$ cat src/rtl/log_arbiter.sv
// -----------------------------------------------------------------------------
// log_arbiter
// Shares one multi-cycle logarithm unit between NREQ requesters. A round-robin
// arbiter accepts one request at a time, launches the logarithm unit, waits for
// its completion (or a watchdog timeout) and returns the result to the winning
// requester, holding it until that requester accepts it.
//
// Ports
//   clk        : rising-edge clock
//   reset      : synchronous, active-low reset
//   req_valid  : per-requester request level
//   req_x      : per-requester operands, requester i at [i*(N+1) +: N+1]
//   req_ready  : one-hot accept pulse (only in IDLE)
//   rsp_valid  : one-hot response valid, held until rsp_ready[id]
//   rsp_ready  : per-requester response accept
//   rsp_y      : shared result bus
//   rsp_err    : response is a watchdog timeout (rsp_y is then 0)
//   log_start  : start strobe to the logarithm unit (held through LAUNCH)
//   log_x      : operand to the logarithm unit
//   log_y      : result from the logarithm unit
//   log_done   : completion status from the logarithm unit (level or pulse)
//   busy       : high whenever the FSM is not in IDLE
// -----------------------------------------------------------------------------
module log_arbiter #(
  parameter int NREQ = 4,
  parameter int N    = 8,
  parameter int P    = 16,
  parameter int TMO  = 1023
) (
  input  logic                    clk,
  input  logic                    reset,
  input  logic [NREQ-1:0]         req_valid,
  input  logic [NREQ*(N+1)-1:0]   req_x,
  output logic [NREQ-1:0]         req_ready,
  output logic [NREQ-1:0]         rsp_valid,
  input  logic [NREQ-1:0]         rsp_ready,
  output logic [P-1:0]            rsp_y,
  output logic                    rsp_err,
  output logic                    log_start,
  output logic [N:0]              log_x,
  input  logic [P-1:0]            log_y,
  input  logic                    log_done,
  output logic                    busy
);

  localparam int IW = (NREQ > 1) ? $clog2(NREQ) : 1;
  localparam int WW = (TMO > 1) ? $clog2(TMO + 1) : 1;
  // The watchdog reaches TMO on the cycle after it reads TMO-1.
  localparam logic [WW-1:0] WD_LAST = WW'(TMO - 1);

  typedef enum logic [1:0] {
    S_IDLE   = 2'd0,
    S_LAUNCH = 2'd1,
    S_WAIT   = 2'd2,
    S_RESP   = 2'd3
  } state_e;

  state_e          state_q, state_d;
  logic [IW-1:0]   ptr_q, ptr_d;
  logic [IW-1:0]   id_q, id_d;
  logic [N:0]      x_q, x_d;
  logic [WW-1:0]   wd_q, wd_d;
  logic [NREQ-1:0] rsp_valid_q, rsp_valid_d;
  logic [P-1:0]    rsp_y_q, rsp_y_d;
  logic            rsp_err_q, rsp_err_d;
  logic            log_start_q, log_start_d;
  logic            busy_q, busy_d;

  logic            found_s;
  logic [IW-1:0]   gidx_s;
  logic [NREQ-1:0] grant_s;
  logic            timeout_s;

  // One-hot decode of a requester index.
  function automatic logic [NREQ-1:0] to_onehot(input logic [IW-1:0] idx);
    logic [NREQ-1:0] v;
    v = '0;
    for (int k = 0; k < NREQ; k++) begin
      v[k] = (int'(idx) == k);
    end
    return v;
  endfunction

  // Round-robin search: first valid requester at or after ptr_q, with wrap.
  always_comb begin
    int idx;
    found_s = 1'b0;
    gidx_s  = '0;
    grant_s = '0;
    idx     = 0;
    for (int k = 0; k < NREQ; k++) begin
      idx = int'(ptr_q) + k;
      if (idx >= NREQ) begin
        idx = idx - NREQ;
      end else begin
        idx = idx;
      end
      if (!found_s && req_valid[idx]) begin
        found_s      = 1'b1;
        gidx_s       = IW'(idx);
        grant_s[idx] = 1'b1;
      end else begin
        found_s = found_s;
      end
    end
  end

  // Accept pulse is combinational so that a request dropped before the edge
  // never sees a stale grant; it is forced low during reset.
  always_comb begin
    if ((state_q == S_IDLE) && reset) begin
      req_ready = grant_s;
    end else begin
      req_ready = '0;
    end
  end

  assign timeout_s = (wd_q == WD_LAST);

  // Next-state and datapath computation for all registers.
  always_comb begin
    state_d     = state_q;
    ptr_d       = ptr_q;
    id_d        = id_q;
    x_d         = x_q;
    wd_d        = wd_q;
    rsp_valid_d = rsp_valid_q;
    rsp_y_d     = rsp_y_q;
    rsp_err_d   = rsp_err_q;
    log_start_d = log_start_q;
    busy_d      = busy_q;
    case (state_q)
      S_IDLE: begin
        if (found_s) begin
          state_d     = S_LAUNCH;
          id_d        = gidx_s;
          x_d         = req_x[int'(gidx_s)*(N+1) +: (N+1)];
          wd_d        = '0;
          log_start_d = 1'b1;
          busy_d      = 1'b1;
          if (gidx_s == IW'(NREQ - 1)) begin
            ptr_d = '0;
          end else begin
            ptr_d = gidx_s + IW'(1);
          end
        end else begin
          busy_d = 1'b0;
        end
      end
      S_LAUNCH: begin
        // Timeout wins over everything, including a level done that never drops.
        if (timeout_s) begin
          state_d     = S_RESP;
          rsp_valid_d = to_onehot(id_q);
          rsp_y_d     = '0;
          rsp_err_d   = 1'b1;
          log_start_d = 1'b0;
        end else if (!log_done) begin
          // Done must be seen low once so a stale level done is not taken
          // as completion of this operation.
          state_d     = S_WAIT;
          log_start_d = 1'b0;
          wd_d        = wd_q + WW'(1);
        end else begin
          wd_d = wd_q + WW'(1);
        end
      end
      S_WAIT: begin
        if (timeout_s) begin
          state_d     = S_RESP;
          rsp_valid_d = to_onehot(id_q);
          rsp_y_d     = '0;
          rsp_err_d   = 1'b1;
        end else if (log_done) begin
          state_d     = S_RESP;
          rsp_valid_d = to_onehot(id_q);
          rsp_y_d     = log_y;
          rsp_err_d   = 1'b0;
        end else begin
          wd_d = wd_q + WW'(1);
        end
      end
      S_RESP: begin
        // Only the owning requester's accept is honoured.
        if (rsp_ready[id_q]) begin
          state_d     = S_IDLE;
          rsp_valid_d = '0;
          busy_d      = 1'b0;
        end else begin
          state_d = S_RESP;
        end
      end
      default: begin
        state_d     = S_IDLE;
        rsp_valid_d = '0;
        log_start_d = 1'b0;
        busy_d      = 1'b0;
      end
    endcase
  end

  // State and output registers with synchronous active-low reset.
  always_ff @(posedge clk) begin
    if (!reset) begin
      state_q     <= S_IDLE;
      ptr_q       <= '0;
      id_q        <= '0;
      x_q         <= '0;
      wd_q        <= '0;
      rsp_valid_q <= '0;
      rsp_y_q     <= '0;
      rsp_err_q   <= 1'b0;
      log_start_q <= 1'b0;
      busy_q      <= 1'b0;
    end else begin
      state_q     <= state_d;
      ptr_q       <= ptr_d;
      id_q        <= id_d;
      x_q         <= x_d;
      wd_q        <= wd_d;
      rsp_valid_q <= rsp_valid_d;
      rsp_y_q     <= rsp_y_d;
      rsp_err_q   <= rsp_err_d;
      log_start_q <= log_start_d;
      busy_q      <= busy_d;
    end
  end

  assign rsp_valid = rsp_valid_q;
  assign rsp_y     = rsp_y_q;
  assign rsp_err   = rsp_err_q;
  assign log_start = log_start_q;
  assign log_x     = x_q;
  assign busy      = busy_q;

endmodule

$ cat config.mk
export PLATFORM = sky130hd
export DESIGN_NAME = log_arbiter
export DESIGN_NICKNAME = d
export VERILOG_FILES = /design/src/rtl/log_arbiter.sv
export SDC_FILE = /design/constraint.sdc
export NUM_CORES = 1
export LEC_CHECK = 0
export ABC_AREA = 1
export ABC_CLOCK_PERIOD_IN_PS = 2800
export CAP_MARGIN = 10
export CORE_ASPECT_RATIO = 2
export CORE_UTILIZATION = 45
export DETAILED_ROUTE_END_ITERATION = 12
export PLACE_DENSITY_LB_ADDON = 0.3
export SETUP_SLACK_MARGIN = 0.05
export SLEW_MARGIN = 20
export SYNTH_ARGS = -nofsm -noshare
export SYNTH_HDL_FRONTEND = slang
export SYNTH_SLANG_ARGS = --single-unit
$ cat constraint.sdc
create_clock -name clk -period 2.8 [get_ports clk]
set_input_delay 0.56 -clock clk [delete_from_list [all_inputs] [get_ports clk]]
set_output_delay 0.56 -clock clk [all_outputs]
set_load 0.005 [all_outputs]
==> results of run 1 <==
-- synth_stat cells (2+ instances only) --
| library cell | number |
|---|---|
| sky130_fd_sc_hd__a211oi_1 | 7 |
| sky130_fd_sc_hd__a21oi_1 | 30 |
| sky130_fd_sc_hd__a22oi_1 | 3 |
| sky130_fd_sc_hd__a31oi_1 | 2 |
| sky130_fd_sc_hd__buf_2 | 4 |
| sky130_fd_sc_hd__buf_4 | 2 |
| sky130_fd_sc_hd__buf_6 | 6 |
| sky130_fd_sc_hd__clkbuf_1 | 5 |
| sky130_fd_sc_hd__dfxtp_1 | 48 |
| sky130_fd_sc_hd__ha_1 | 12 |
| sky130_fd_sc_hd__inv_1 | 72 |
| sky130_fd_sc_hd__inv_2 | 3 |
| sky130_fd_sc_hd__nand2_1 | 135 |
| sky130_fd_sc_hd__nand2_2 | 9 |
| sky130_fd_sc_hd__nand2_4 | 2 |
| sky130_fd_sc_hd__nand3_1 | 43 |
| sky130_fd_sc_hd__nand3_2 | 5 |
| sky130_fd_sc_hd__nand4_1 | 22 |
| sky130_fd_sc_hd__nor2_1 | 37 |
| sky130_fd_sc_hd__nor2_4 | 2 |
| sky130_fd_sc_hd__nor3_1 | 4 |
| sky130_fd_sc_hd__o21ai_0 | 11 |
| sky130_fd_sc_hd__o22ai_1 | 2 |
| sky130_fd_sc_hd__or2_2 | 2 |
| sky130_fd_sc_hd__xnor2_1 | 5 |
-- power by group through the flow --
stage               Sequential [W]  Clock, W  Combinational (W)
floorplan                 0.000964         0            0.00191
global placement          0.000969         0            0.00267
detailed placement        0.000974         0            0.00273
CTS                       0.000966  0.000694            0.00283
global route              0.000984  0.000712            0.00320
finish                    0.000966  0.000677            0.00287
-- routing by layer --
metal,share of wire,up-vias
met1,0.37,1589
met5,0,-
met3,0.035,34
met2,0.55,105
met4,0.048,0
li1,-,1774
-- flip-flops by register name (all words and copies together) (netlist names) --
| signal | count |
|---|---|
| rsp_y | 16 |
| wd_q | 10 |
| log_x | 9 |
| rsp_valid | 4 |
| id_q | 2 |
| ptr_q | 2 |
| state_q | 2 |
| busy | 1 |
| log_start | 1 |
| rsp_err | 1 |
-- stage by stage --
stage          worst slack [ns]  std cells  setup TNS [ns]  hold slack, ns   util
5_1_grt                  0.0559        686               0           0.481  0.657
6_report                  0.138        686               0           0.471  0.657
4_1_cts                  0.0148        685               0           0.474  0.653
3_3_place_gp             -0.178        675          -0.676           0.452  0.622
3_5_place_dp             -0.270        675          -0.955           0.459  0.622
2_1_floorplan             0.597        486               0           0.462      -
-- kinds of logic (layout without fill, tap and decap cells) --
| group | Yosys count | in the layout | synth area share |
|---|---|---|---|
| compound gates | 61 | 61 | 0.111 |
| xor+xnor | 6 | 6 | 0.0165 |
| fa+ha+maj | 12 | 12 | 0.0472 |
| buf+inv | 94 | 204 | 0.135 |
| flops | 48 | 48 | 0.302 |
| simple gates | 265 | 265 | 0.388 |
-- worst min path at each step --
stage / from / to / slack [ns]
2_1_floorplan: rsp_y[0] / rsp_y[0] / 0.46
3_3_place_gp: rsp_y[9] / rsp_y[9] / 0.45
3_5_place_dp: rsp_y[8] / rsp_y[8] / 0.46
4_1_cts: rsp_y[6] / rsp_y[6] / 0.47
5_1_grt: rsp_y[2] / rsp_y[2] / 0.48
6_report: rsp_y[3] / rsp_y[3] / 0.47
-- repair_timing --
item / 4_1_cts / 5_1_grt
gates resized for setup: 21 / 8
setup endpoints to repair: 4 / 3
buffers inserted: 2 / 1
pin swaps: 6 / 3
gates cloned: 0 / 0
-- area by class of cell --
class,count,area [um^2]
Clock buffer,5,125
Clock inverter,3,42.5
Multi-Input combinational cell,344,1840
Tap cell,90,113
Timing Repair Buffer,120,1150
Fill cell,664,2360
Sequential cell,48,965
Inverter,76,293
-- worst register-to-register path: stages, from the launching register on --
cell and delay, ns:
sky130_fd_sc_hd__dfxtp_1 0.33, sky130_fd_sc_hd__inv_1 0.08, sky130_fd_sc_hd__ha_4 0.31, sky130_fd_sc_hd__inv_2 0.05, sky130_fd_sc_hd__nand2_1 0.07, sky130_fd_sc_hd__nand2_2 0.07
sky130_fd_sc_hd__nor2_4 0.11, sky130_fd_sc_hd__buf_4 0.11, sky130_fd_sc_hd__buf_4 0.11, sky130_fd_sc_hd__nand3_2 0.07, sky130_fd_sc_hd__nand2_1 0.21, sky130_fd_sc_hd__inv_1 0.14
sky130_fd_sc_hd__buf_4 0.20, sky130_fd_sc_hd__nor2_1 0.11, sky130_fd_sc_hd__nor2_1 0.05, sky130_fd_sc_hd__nand2_1 0.09, sky130_fd_sc_hd__inv_1 0.04
==> summary.md, run 1 <==
Synthesis handed over a netlist of 486 instances. The combinational group share of total power was 0.636. For the final-report setup violation count, the log shows 0. After routing the design area is 4530 um^2.

The worst register-to-register path begins at ptr_q[1]. Yosys attributes the largest share of cell area to sky130_fd_sc_hd__dfxtp_1 30%, sky130_fd_sc_hd__nand2_1 16%, sky130_fd_sc_hd__inv_1 8.5%, sky130_fd_sc_hd__nand3_1 6.8%, sky130_fd_sc_hd__a21oi_1 4.7%. The tools report the number of synthesis warnings as 0. The worst setup path is captured at an output port.

Required time of the critical path: 2.24 ns. Routability-driven placement finished with a final weighted congestion of 0.887. The root buffer cell is sky130_fd_sc_hd__clkbuf_16. The via count is 3502.

The clock group share of total power was 0.150; the clock buffer count from CTS was 5. Measured along the y axis, the die boundary spans 121 um. The worst hold path passes through 2 cells. Share of layout cells above drive strength 1: 0.117. The sum of net half-perimeters after detailed placement was 6660 um. The overall power after layout was 0.00451 W.

The fraction of registers with async set/reset is 0. After the first detailed-routing iteration, the DRC count stood at 230. The synthesis-to-layout area growth is 42.3%.

The final count of pins violating max slew is 0, and the sequential area share after synthesis is 0.302. The kind of launch point of the worst setup path is a register. The share of the synthesized area in the top cell type is 0.302. For this run, the detailed router's first-pass iteration total came to 5. Following the worst setup path forward leads to its endpoint at req_ready[1]. The primary flip-flop cell chosen by synthesis mapping is sky130_fd_sc_hd__dfxtp_1.

The clock reaches the later pin of the worst-skew pair after 0.29 ns. In the layout the commonest cells are 132 x sky130_fd_sc_hd__nand2_1, 90 x sky130_fd_sc_hd__clkdlybuf4s50_1, 70 x sky130_fd_sc_hd__inv_1. Number of nets at the end of the flow: 670.

met2 is the most crowded layer. The number of global-route vias before repair is 3280, and the wire length after detailed routing is 8790 um. The biggest area contributor in the post-synthesis netlist is sky130_fd_sc_hd__dfxtp_1. TritonCTS built the clock tree. In this run the register-to-register setup slack is 0.57 ns. The maximum number of pins on one net before global-route repair was 38; the logic depth of the worst path, buffers included was 14.

Arrival time at the worst endpoint: 2.10 ns. The classification of the worst-slack hold path is register to register. The tools report the post-synthesis instance area as 3180 um^2. Setup repair after global routing left no endpoint under its margin. Across the VDD grid, the largest voltage drop is 0.760 mV.

The run gives 0 as the number of hold violations in the final report. The maximum frequency from static timing analysis was 0.376 GHz; the stage delay of the slowest cell on the critical path was 0.33 ns. The tools report the global-route usage over all layers as 0.242. The critical path goes through inv_1 > ha_4 > inv_2 > nand2_1 > nand2_2 > nor2_4 > nand2_2 > buf_4 > o22ai_2 > a21oi_1 > o21ai_1 > nand2_1 > inv_1 > clkdlybuf4s15_1. Counting I/O delays and the setup requirement, the final critical path takes 2.66 ns.

At the pin with the least slew margin, the transition time is 0.646 ns. The critical register-to-register path endpoint was log_x[2]. The first global-routing pass estimated 13700 um of wire. The critical-path cell with the highest stage delay was sky130_fd_sc_hd__dfxtp_1.

The flow ran to the end, and the final reports show no timing, DRC or antenna violations. Top cell family by delay on the critical path: buffers and inverters. The chip width came out at 61.4 um. Measured in cells, the most critical reg-to-reg path has a length of 16. The tools report the origin of the worst setup path as ptr_q[1].

After detailed routing, the average wire length per cell comes to 12.8 um. Clock tree synthesis found a total of 48 sinks. The met2 capacity usage during global routing is 0.454, and the part of the power in registers is 0.214. Row generation in the floorplan step produced 43 rows. The synthesized design contains 48 register bits. Global-route met1 utilization: 0.231.

The number of enable-type register cells in the synthesized netlist came out at 0. The worst setup path category is register to output port. The worst path buffer plus inverter count came out at 5. The register clock-pin slew on the reported worst setup and hold paths was 0.06 ns; the mean number of vias per cell was 5.10. After floorplanning, the core was sized to cover 6890 um^2. The top-level I/O count is 99, and the mean instance size in the synthesized netlist is 6.54 um^2. The number of antenna diodes in the final layout is 0. In this run the cell area measured after placement is 4280 um^2. The worst-case clock buffer depth was 2. Input and output buffers added on the ports amount to 98. The final clock period utilization by the worst path is 0.951.

Internal power component: 0.00244 W. The initial cell density of the core is 0.462, and the total power divided by cell area is 997 nW/um^2. Number of violations of the max-capacitance limit: 0.

The H-tree was split into 2 levels. The number of antenna violations at the first check in global routing is 0. The number of hold-repair buffers added at the cts stage is 0. The global-route track usage on met3 was 0.0405; the final routed DRC violation total was 0. The die covers 7430 um^2. The logs give 561 for the net count after synthesis and 0.00208 W for the net switching power of the design. The distinct cell type count of the synthesized netlist was 38; the switching share of power was 0.460. In this run the worst path has a maximum fanout of 4. The commonest non-fill, non-tap cell in the layout was sky130_fd_sc_hd__nand2_1. The final setup skew is 0.00406 ns.

In this run the remaining antenna-violating nets after routing total 0. The tightest slew margin relative to the limit was 0.569. The logs give 0 for the total congestion overflow and 2.09 nW for the leakage power figure.
(Power assumes the default switching activity.)
==> run 2: changes to the inputs <==
REMOVE_ABC_BUFFERS = 1   (was not set)
==> run 2 against run 1 <==
  * Setup slack got worse by 0.11 ns
  * Sequential share of layout area rose by 0.14 points
  * Register-to-register slack got worse by 0.05 ns
  * Count of clock-buffer cells in the layout did not move
  * Sequential cell count did not move
==> summary.md, run 2 (synthesis results as in run 1) <==
Compared with the post-synthesis result, the final layout area differs by 41.6%. The maximum frequency from static timing analysis is 0.361 GHz (-4.0%). The number of global-route vias before repair was 3425 (+4.4%); the wire length after detailed routing was 8690 um (-1.1%). Logic depth of the worst path, buffers included: 11 (-3). Leakage power figure: 2.03 nW (-2.9%). The count of input and output buffers is 98 (unchanged), and the antenna diode count is 0 (unchanged). Broken down by cell family, the worst path's largest delay share belongs to buffers and inverters. The final setup skew is 0.00552 ns (+0.00146 ns), and the CTS H-tree depth is 2 (unchanged). The chip width was 61.4 um (unchanged); the clock buffer count from CTS was 5 (unchanged).

The tools report the final-report setup violation count as 0 (unchanged). The maximum net fanout on the critical path is 5 (+1). The arrival time at the worst endpoint was 2.21 ns (+0.11 ns); the area of the placeable core was 6890 um^2 (unchanged). The part of the power in registers was 0.213 (about the same). The worst path setup slack after routing was 0.0261 ns (-0.111 ns); the final count of pins violating max slew was 0 (unchanged). The via count was 3491 (-0.31%); the number of nets at the end of the flow was 663 (-1.0%). The number of iterations in the first detailed-routing pass was 4 (-1). The number of hold violations in the final report was 0 (unchanged). The top-level I/O count is 99 (unchanged). The run gives 14100 um (+2.8%) as the first-pass GRT wire length. The internal power component was 0.00248 W (+1.6%); the count of cells along the worst register-to-register path was 15 (-1).

For the post-route setup TNS, the log shows 0 ns (unchanged). The combinational group share of total power came out at 0.613 (-0.023). TritonCTS built the clock tree. The number of violations of the max-capacitance limit was 0 (unchanged).

The worst supply voltage drop on vdd is 0.645 mV (-15%). For the post-place setup slack, the log shows -0.246 ns (+0.0234 ns). Total congestion overflow: 0 (unchanged). The worst path buffer plus inverter count was 4 (-1).

Worst setup path category: register to output port. The run finished with clean final reports. The floorplan row count came out at 43 (unchanged). The tools report the source-to-sink clock delay at the later pin of the worst-skew pair as 0.29 ns (about the same). Number of fill cells in the layout: 685 (+3.2%). Net switching power of the design: 0.00205 W (-1.3%). The critical path starts at ptr_q[0].

Most crowded layer after global routing: met2. On the critical path, the stage with the largest delay is an instance of sky130_fd_sc_hd__clkdlybuf4s50_1. The top cell types in the final layout, fill and taps aside, are 131 x sky130_fd_sc_hd__nand2_1, 94 x sky130_fd_sc_hd__clkdlybuf4s50_1, 68 x sky130_fd_sc_hd__inv_1. The switching share of power works out to 0.453 (-0.00719). Setup repair after global routing could not meet its margin everywhere. The overall die area was 7430 um^2 (unchanged); the number of antenna violations at the first check in global routing was 0 (unchanged).

Total power divided by cell area: 1000 nW/um^2 (+0.75%). Critical register-to-register path endpoint: log_x[5]. Walking the worst path, the cells encountered are inv_8 > ha_4 > inv_2 > nand3_1 > nand2_2 > nor2_4 > a22oi_1 > o21ai_0 > o21ai_1 > inv_1 > clkdlybuf4s50_1. The number of antenna-violating nets in the routed design is 0 (unchanged). The sum of net half-perimeters after detailed placement was 6800 um (+2.2%); the maximum number of pins on one net before global-route repair was 38 (unchanged). The final clock period utilization by the worst path is 0.991 (+0.0398), and the average wire length per cell after detail routing is 12.8 um (-0.12%). For the number of sinks driven by the clock tree, the log shows 48 (unchanged). The tools report the timing endpoint of the critical path as req_ready[3]. The met2 capacity usage during global routing is 0.492 (+0.0374). Commonest non-fill, non-tap cell in the layout: sky130_fd_sc_hd__nand2_1.

The final routed DRC violation total was 0 (unchanged). The kind of end point of the critical path is an output port. The classification of the worst-slack hold path is register to register. The run gives 115 (-50%) as the initial DRC count.

The final estimated routing congestion in global placement came out at 0.919 (+3.5%). For the worst reg-to-reg setup slack, the log shows 0.52 ns (-0.05 ns). The run gives 2.24 ns (about the same) as the required time of the critical path. Global-route track usage on met3: 0.0330 (-0.00746). In this run the critical register-to-register path is launched from ptr_q[0].

The time the worst path needs with I/O delays and setup works out to 2.77 ns (+0.111 ns). Mean number of vias per cell: 5.14 (+0.71%). Vertical die dimension: 121 um (unchanged). The global-route usage over all layers was 0.247 (+0.00508). The number of flip-flops under the largest register name was 16 (unchanged). The smallest hold slack is 0.465 ns (-0.00546 ns), and the worst-case clock buffer depth is 2 (unchanged). The stage delay of the slowest cell on the critical path was 0.43 ns (+0.10 ns); the tightest slew margin relative to the limit was 0.572 (+0.00212).

The worst setup path is launched from a register. The clock group share of total power is 0.174 (+0.024). The share of layout cells above drive strength 1 was 0.114 (-0.00370); the register clock-pin slew on the reported worst setup and hold paths was 0.07 ns (about the same). The root buffer cell is sky130_fd_sc_hd__clkbuf_16. The transition time at the pin with the least slew margin was 0.643 ns (-0.00318 ns). The global-route met1 utilization was 0.224 (-0.00719). The initial cell density of the core came out at 0.462 (unchanged).
[run 2: worst min-delay path by stage]
stage          cells past startpoint       from  slack, ns   endpoint
2_1_floorplan                      2   rsp_y[0]       0.46   rsp_y[0]
3_3_place_gp                       2  rsp_y[13]       0.45  rsp_y[13]
3_5_place_dp                       2  rsp_y[13]       0.46  rsp_y[13]
4_1_cts                            2  rsp_y[13]       0.47  rsp_y[13]
5_1_grt                            2   rsp_y[7]       0.48   rsp_y[7]
6_report                           2   rsp_y[7]       0.47   rsp_y[7]
[run 2: power by group through the flow]
stage,Sequential (W),Combinational [W],Clock (W)
2_1_floorplan,0.000978,0.00168,0
3_3_place_gp,0.000967,0.00261,0
3_5_place_dp,0.000973,0.00266,0
4_1_cts,0.000964,0.00274,0.000800
5_1_grt,0.000982,0.00309,0.000830
6_report,0.000962,0.00277,0.000789
[run 2: area by class of cell]
type	instances	area [um^2]	share of cell area
inverters	76	293	0.0650
clock inverters	3	68.8	0.0153
repair buffers	113	1090	0.242
multi-input cells	344	1850	0.411
clock buffers	5	125	0.0278
well taps	90	113	0.0250
flip-flops and latches	48	966	0.215
[run 2: timing repair]
| item | CTS | global route |
|---|---|---|
| resized for setup | 22 | 6 |
| endpoints found under the setup margin | 4 | 4 |
| hold buffers | 0 | 0 |
| setup buffers | 1 | 0 |
| pin swaps | 5 | 1 |
| endpoints found under the hold margin | 0 | 0 |
[run 2: routing by layer]
layer  wire (um)  up-vias
met1        2990     1603
met5           0        -
met2        5100       99
met3         325       21
li1            -     1768
met4         272        0
[run 2: worst register-to-register path, stage by stage, from the launching register on]
cell                      delay [ns]
sky130_fd_sc_hd__dfxtp_4        0.38
sky130_fd_sc_hd__buf_4          0.19
sky130_fd_sc_hd__nand2_1        0.10
sky130_fd_sc_hd__nand3_2        0.10
sky130_fd_sc_hd__nand2_4        0.10
sky130_fd_sc_hd__nor2_4         0.13
sky130_fd_sc_hd__buf_4          0.11
sky130_fd_sc_hd__buf_4          0.12
sky130_fd_sc_hd__nand3_2        0.12
sky130_fd_sc_hd__nand2_1        0.26
sky130_fd_sc_hd__inv_1          0.13
sky130_fd_sc_hd__buf_4          0.19
sky130_fd_sc_hd__nor2_1         0.10
sky130_fd_sc_hd__nor2_1         0.05
sky130_fd_sc_hd__nand2_1        0.10
sky130_fd_sc_hd__inv_1          0.04
[run 2: per-stage QoR]
stage               area, um^2  total power [W]   util  std cells
global route              4500          0.00490  0.654        679
detailed placement        4240          0.00363  0.616        670
floorplan                 3040          0.00266      -        468
CTS                       4490          0.00450  0.651        679
global placement          4240          0.00358  0.616        670
finish                    4500          0.00453  0.654        679
==> run 3: changes to the inputs <==
CTS_CLUSTER_DIAMETER = 120   (was not set)
==> results of run 3 <==
The final DEF is identical to that of run 2; final timing and power are the same.
==> RTL change 1, RTL diff (flow settings as in run 2) <==
Re-encode `state_e` (4 states) as one-hot, 4 bits wide.
--- a/src/rtl/log_arbiter.sv
+++ b/src/rtl/log_arbiter.sv
@@ -48,11 +48,11 @@
   // The watchdog reaches TMO on the cycle after it reads TMO-1.
   localparam logic [WW-1:0] WD_LAST = WW'(TMO - 1);
 
-  typedef enum logic [1:0] {
-    S_IDLE   = 2'd0,
-    S_LAUNCH = 2'd1,
-    S_WAIT   = 2'd2,
-    S_RESP   = 2'd3
+  typedef enum logic [3:0] {
+    S_IDLE   = 4'b0001,
+    S_LAUNCH = 4'b0010,
+    S_WAIT   = 4'b0100,
+    S_RESP   = 4'b1000
   } state_e;
 
   state_e          state_q, state_d;
Function: same outputs for any inputs over 4 cycles, from zero or initial values and one cycle with reset low; so few cycles prove little.
==> RTL change 1 against run 2 <==
  * Final area grew 2.7%
  * Register-to-register slack gained 0.05 ns
  * Sequential cell count grew 2
  * Sequential power shrank 2%
  * Wire length grew 3.4%
  * Setup slack gained 0.088 ns
  * Synthesized area shrank 0.63%
  * Core utilization grew 3.3 points
  * Power shrank 5.6%
  * Global-route usage grew 0.29 points
  * Critical path type is now input port to output pin
  * Largest cell class unchanged
==> RTL change 1: results (changes against run 2) <==
- Hold_ws: 0.464 ns (-0.000788 ns)
- First DRT Iteration DRCs: 100 (-13%)
- WHS Endpoint: rsp_y[11]
- Setup Skew: 0.00534 ns (-0.000184 ns)
- Nets: 675 (+1.8%)
- GPL Wtd Cong: 0.918 (about the same)
- Distinct cells, synth: 39 (+2.6%)
- Status: finished clean
- Sequential share of the synthesized area: 0.317 (+0.0146)
- FILL cells: 618 (-9.8%)
- Slew of the pin with the lowest slew margin: 0.448 ns (-0.195 ns)
- Worst Path Arrival: 2.13 ns (-0.08 ns)
- DR WL/cell: 13.0 um (+1.3%)
- CP peak stage delay: 0.26 ns (-0.17 ns)
- Slowest CP cell: dlygate4sd2_1
- Reg2Reg Setup Slack: 0.57 ns (+0.05 ns)
- Post-DP HPWL: 6.95 mm (+2.1%)
- Global-route wire length before repair: 14.1 mm (about the same)
- Min-delay src: rsp_y[11]
- Total GRT Usage: 0.250 (+0.00290)
- Max IR drop VDD: 0.000715 V (+11%)
- Pre-antenna DRT Iters: 5 (+1)
- Path depth of the worst reg2reg path: 16 (+1)
- Reg2reg start: ptr_q[1]
- Setup slack at placement: -0.306 ns (-0.0595 ns)
- Via count: 3,600 (+3.1%)
- Critical R2R Capture: log_x[2]
- Leakage power: 2.13 nW (+4.7%)
-- RTL change 1: cell types whose count changed in the layout (fill, tap and decap cells not counted), moves of 6 or more --
| cell | delta |
|---|---|
| buf_4 | +12 |
| a21oi_1 | +7 |
| a211oi_1 | -6 |
| nand2_1 | -9 |
| o21ai_0 | +6 |
-- RTL change 1: per-layer routing --
layer,track usage,vias to the layer above,routed length (um)
met1,0.227,1632,3170
met2,0.487,143,4950
met4,0.122,0,436
met3,0.0406,40,428
li1,-,1785,-
met5,0,-,0
-- RTL change 1: worst register-to-register path, stage by stage, from the launching register on --
cell and delay (ns):
dfxtp_2 0.34, inv_2 0.05, ha_4 0.26, inv_2 0.08, nand3_1 0.10, nand2_2 0.15
nand4_4 0.11, buf_4 0.17, buf_4 0.13, nand3_2 0.09, nand2_4 0.06, buf_4 0.16
nor2_1 0.20, nand3_1 0.10, nand3_1 0.08, nand2_1 0.05, inv_1 0.05
-- RTL change 1: final cells by class --
cell class              instances  share of cell area
repair buffers                126               0.257
multi-input cells             336               0.395
inverters                      85              0.0717
flip-flops and latches         50               0.218
clock buffers                   7              0.0330
well taps                      88              0.0238
clock inverters                 1             0.00189
-- RTL change 1: logic make-up after synthesis --
family,count (synthesis),share of synthesized area
buffers and inverters,101,0.137
AO/OA/AOI/OAI,66,0.114
AND/OR/NAND/NOR,258,0.389
flip-flops,50,0.317
XOR/XNOR,4,0.0111
adder cells (fa/ha/maj),8,0.0317
-- RTL change 1: per-stage QoR --
step	setup TNS, ns	area (um2)
6_report	0	4620
3_5_place_dp	-1.04	4330
4_1_cts	0	4560
3_3_place_gp	-0.688	4330
2_1_floorplan	0	3050
5_1_grt	0	4620
-- RTL change 1: power by group through the flow --
stage          Combinational, W  Clock (W)  Sequential [W]
2_1_floorplan           0.00147          0        0.000957
3_3_place_gp            0.00240          0        0.000948
6_report                0.00269   0.000639        0.000947
3_5_place_dp            0.00247          0        0.000953
5_1_grt                 0.00295   0.000679        0.000963
4_1_cts                 0.00258   0.000654        0.000945
-- RTL change 1: timing repair --
item,CTS,global route
gates cloned,0,0
endpoints found under the hold margin,0,0
resized for setup,29,12
setup endpoints to repair,4,1
pin swaps,6,6
setup buffers,0,3
-- RTL change 1: worst max-delay path by stage --
stage | slack (ns) | endpoint | start
after floorplan | 0.21 | ptr_q[1] | ptr_q[0]
after global placement | -0.18 | req_ready[3] | req_valid[1]
after detailed placement | -0.31 | req_ready[0] | req_valid[1]
after CTS | 0.04 | req_ready[2] | req_valid[3]
after global routing | 0.06 | req_ready[3] | ptr_q[0]
final | 0.11 | req_ready[3] | req_valid[0]
==> RTL change 2, RTL diff (config.mk and constraints of run 2) <==
Made on the original files. The parameter `TMO` goes from 1023 to 511.
--- a/src/rtl/log_arbiter.sv
+++ b/src/rtl/log_arbiter.sv
@@ -25,7 +25,7 @@
   parameter int NREQ = 4,
   parameter int N    = 8,
   parameter int P    = 16,
-  parameter int TMO  = 1023
+  parameter int TMO  = 511
 ) (
   input  logic                    clk,
   input  logic                    reset,
Formal check against the unedited RTL: same outputs for any inputs over 4 cycles, from zero or initial values and one cycle with reset low; that may be too few to reach the edited logic, so the function may still have changed.
==> RTL change 2 against run 2 <==
  * Wire length up 6.5%
  * Maximum frequency up 5.2%
  * Sequential share of layout area down 0.43 points
  * Non-clock buffer count up 16
  * Sequential power down 2%
  * Clock skew up 0.0011 ns
  * Sequential cell count down 1
  * Combinational power up 9.7%
  * Setup slack better by 0.14 ns
  * Final area down 0.47%
  * First-iteration DRC count up 80%
  * Critical path type is now input port to output pin
  * Synthesized area down 5.0%
  * Largest cell class unchanged
  * Die area down 4.9%
  * Power up 2.7%
==> RTL change 2: results (changes against run 2) <==
- Slew of the pin with the lowest slew margin: 0.613 ns (-0.0294 ns)
- WL final: 9.26 mm (+6.5%)
- WHS Endpoint: rsp_y[12]
- Ys flop type: dfxtp_1
- Syn avg cell area: 6.85 um2 (+4.7%)
- Synth warnings: 0 (unchanged)
- Post-Layout Cell Count: 651 (-4.1%)
- H-tree depth: 2 (unchanged)
- Drc violations: 0 (unchanged)
- Share of post-route cells with drive strength above 1: 0.154 (+0.0402)
- Sequential share of the synthesized area: 0.312 (+0.00939)
- Pre-antenna DRT Iters: 4 (unchanged)
- IO Port Bufs: 98 (unchanged)
- Via count: 3,390 (-2.9%)
- Placed standard-cell area: 0.00420 mm2 (-1.1%)
- Number of flip-flops in the largest register: 16 (unchanged)
- Distinct cells, synth: 38 (unchanged)
- Critical path fanouts, max: 5 (unchanged)
- Hold_ws: 0.469 ns (+0.00349 ns)
- Total GRT Usage: 0.271 (+0.0238)
- First DRT Iteration DRCs: 207 (+80%)
- Sw frac: 0.458 (+0.00512)
- Min-delay src: rsp_y[12]
- GPL Wtd Cong: 0.866 (-5.8%)
- WHS Path Cells: 2 (unchanged)
- Post-synth EDFFs: 0 (unchanged)
- Antenna Cells: 0 (unchanged)
- Path depth of the worst reg2reg path: 16 (+1)
- Initial antenna violation count: 0 (unchanged)
- Inst Count DP: 637 (-4.9%)
- Worst Hold Class: register to register
- Met3 wire len: 347 um (+6.8%)
- Worst skew pair latency: 0.29 ns (about the same)
- Vias in the first global route: 3,324 (-2.9%)
- Clk buf depth: 2 (unchanged)
- Reg2Reg Setup Slack: 0.41 ns (-0.11 ns)
- Synth async-reset ratio: 0 (unchanged)
- Top routing layer used: met4
- Global-route wire length before repair: 14.7 mm (+4.3%)
- Post-DP HPWL: 7.00 mm (+2.9%)
- Synth top area cells: dfxtp_1, nand2_1, nor2_1
- Largest net degree at the start of global routing: 38 (unchanged)
- Root buffer cell: clkbuf_16
- Critical R2R Capture: log_x[5]
- Met1 wire length: 3.02 mm (+0.87%)
- Status: finished clean
- CTS Buf Count: 5 (unchanged)
- Max IR drop VDD: 0.000548 V (-15%)
- Most common library cells after synthesis: nand2_1, nor2_1, dfxtp_1
- Leakage power: 1.94 nW (-4.7%)
- Reg2reg start: ptr_q[1]
- Setup Skew: 0.00665 ns (+0.00112 ns)
- Setup slack at placement: -0.282 ns (-0.0352 ns)
- CTS clk-pin slew, worst paths: 0.06 ns
- Met2 wire len: 5.57 mm (+9.1%)
[RTL change 2: changes by cell type in the layout (fill, tap and decap cells not counted), moves of 5 or more]
| cell | run 2 | this run |
|---|---|---|
| nand4_1 | 22 | 6 |
| nor2_1 | 36 | 49 |
| a21oi_1 | 30 | 36 |
| buf_4 | 14 | 28 |
| inv_1 | 68 | 33 |
| nand2_1 | 131 | 126 |
| nand3_1 | 43 | 32 |
[RTL change 2: worst max path at each step]
stage,start,endpoint,slack [ns],depth (start not counted)
final,req_valid[3],req_ready[3],0.16,13
after global routing,req_valid[3],req_ready[3],0.02,12
after CTS,req_valid[2],req_ready[1],0.02,11
after detailed placement,req_valid[3],req_ready[1],-0.28,11
after global placement,req_valid[3],req_ready[0],-0.23,11
after floorplan,ptr_q[0],ptr_q[1],0.32,12
[RTL change 2: metal layers]
| metal | global-route usage | up-vias |
|---|---|---|
| met1 | 0.238 | 1569 |
| li1 | - | 1674 |
| met2 | 0.543 | 118 |
| met3 | 0.0418 | 29 |
| met5 | 0 | - |
| met4 | 0.119 | 0 |
[RTL change 2: power groups by stage]
stage	sequential [W]	combinational (W)	clock (W)
finish	0.000946	0.00304	0.000661
global route	0.000970	0.00334	0.000689
CTS	0.000944	0.00297	0.000666
detailed placement	0.000957	0.00282	0
global placement	0.000948	0.00276	0
floorplan	0.000969	0.00172	0
[RTL change 2: logic make-up (layout without fill, tap and decap cells)]
family          count (synthesis)  after routing  synth area share
compound gates                 69             69             0.134
buf+inv                        56            180            0.0870
fa+ha+maj                      13             13            0.0539
flops                          47             47             0.312
xor+xnor                        6              6            0.0174
simple gates                  250            250             0.396
[RTL change 2: timing repair]
| action | CTS | global route |
|---|---|---|
| resized for setup | 28 | 4 |
| buffers inserted | 5 | 2 |
| pin swaps | 9 | 3 |
| endpoints found under the setup margin | 4 | 3 |
[RTL change 2: cell type report]
| cell class | count | area [um2] |
|---|---|---|
| Fill cell | 520 | 1930 |
| Multi-Input combinational cell | 338 | 1870 |
| Timing Repair Buffer | 129 | 1230 |
| Sequential cell | 47 | 942 |
| Inverter | 44 | 170 |
| Clock buffer | 5 | 125 |
| Tap cell | 86 | 108 |
| Clock inverter | 2 | 37.5 |
[RTL change 2: worst max-delay path, cell delays in order]
cell and delay [ns]:
dlygate4sd2_1 0.25, inv_1 0.07, nand2_1 0.08, nand3_2 0.10, nand2_4 0.08, buf_4 0.14, inv_2 0.07, nand4_4 0.09
buf_4 0.17, nor2_2 0.11, o21ai_0 0.09, inv_1 0.05, dlygate4sd2_1 0.22
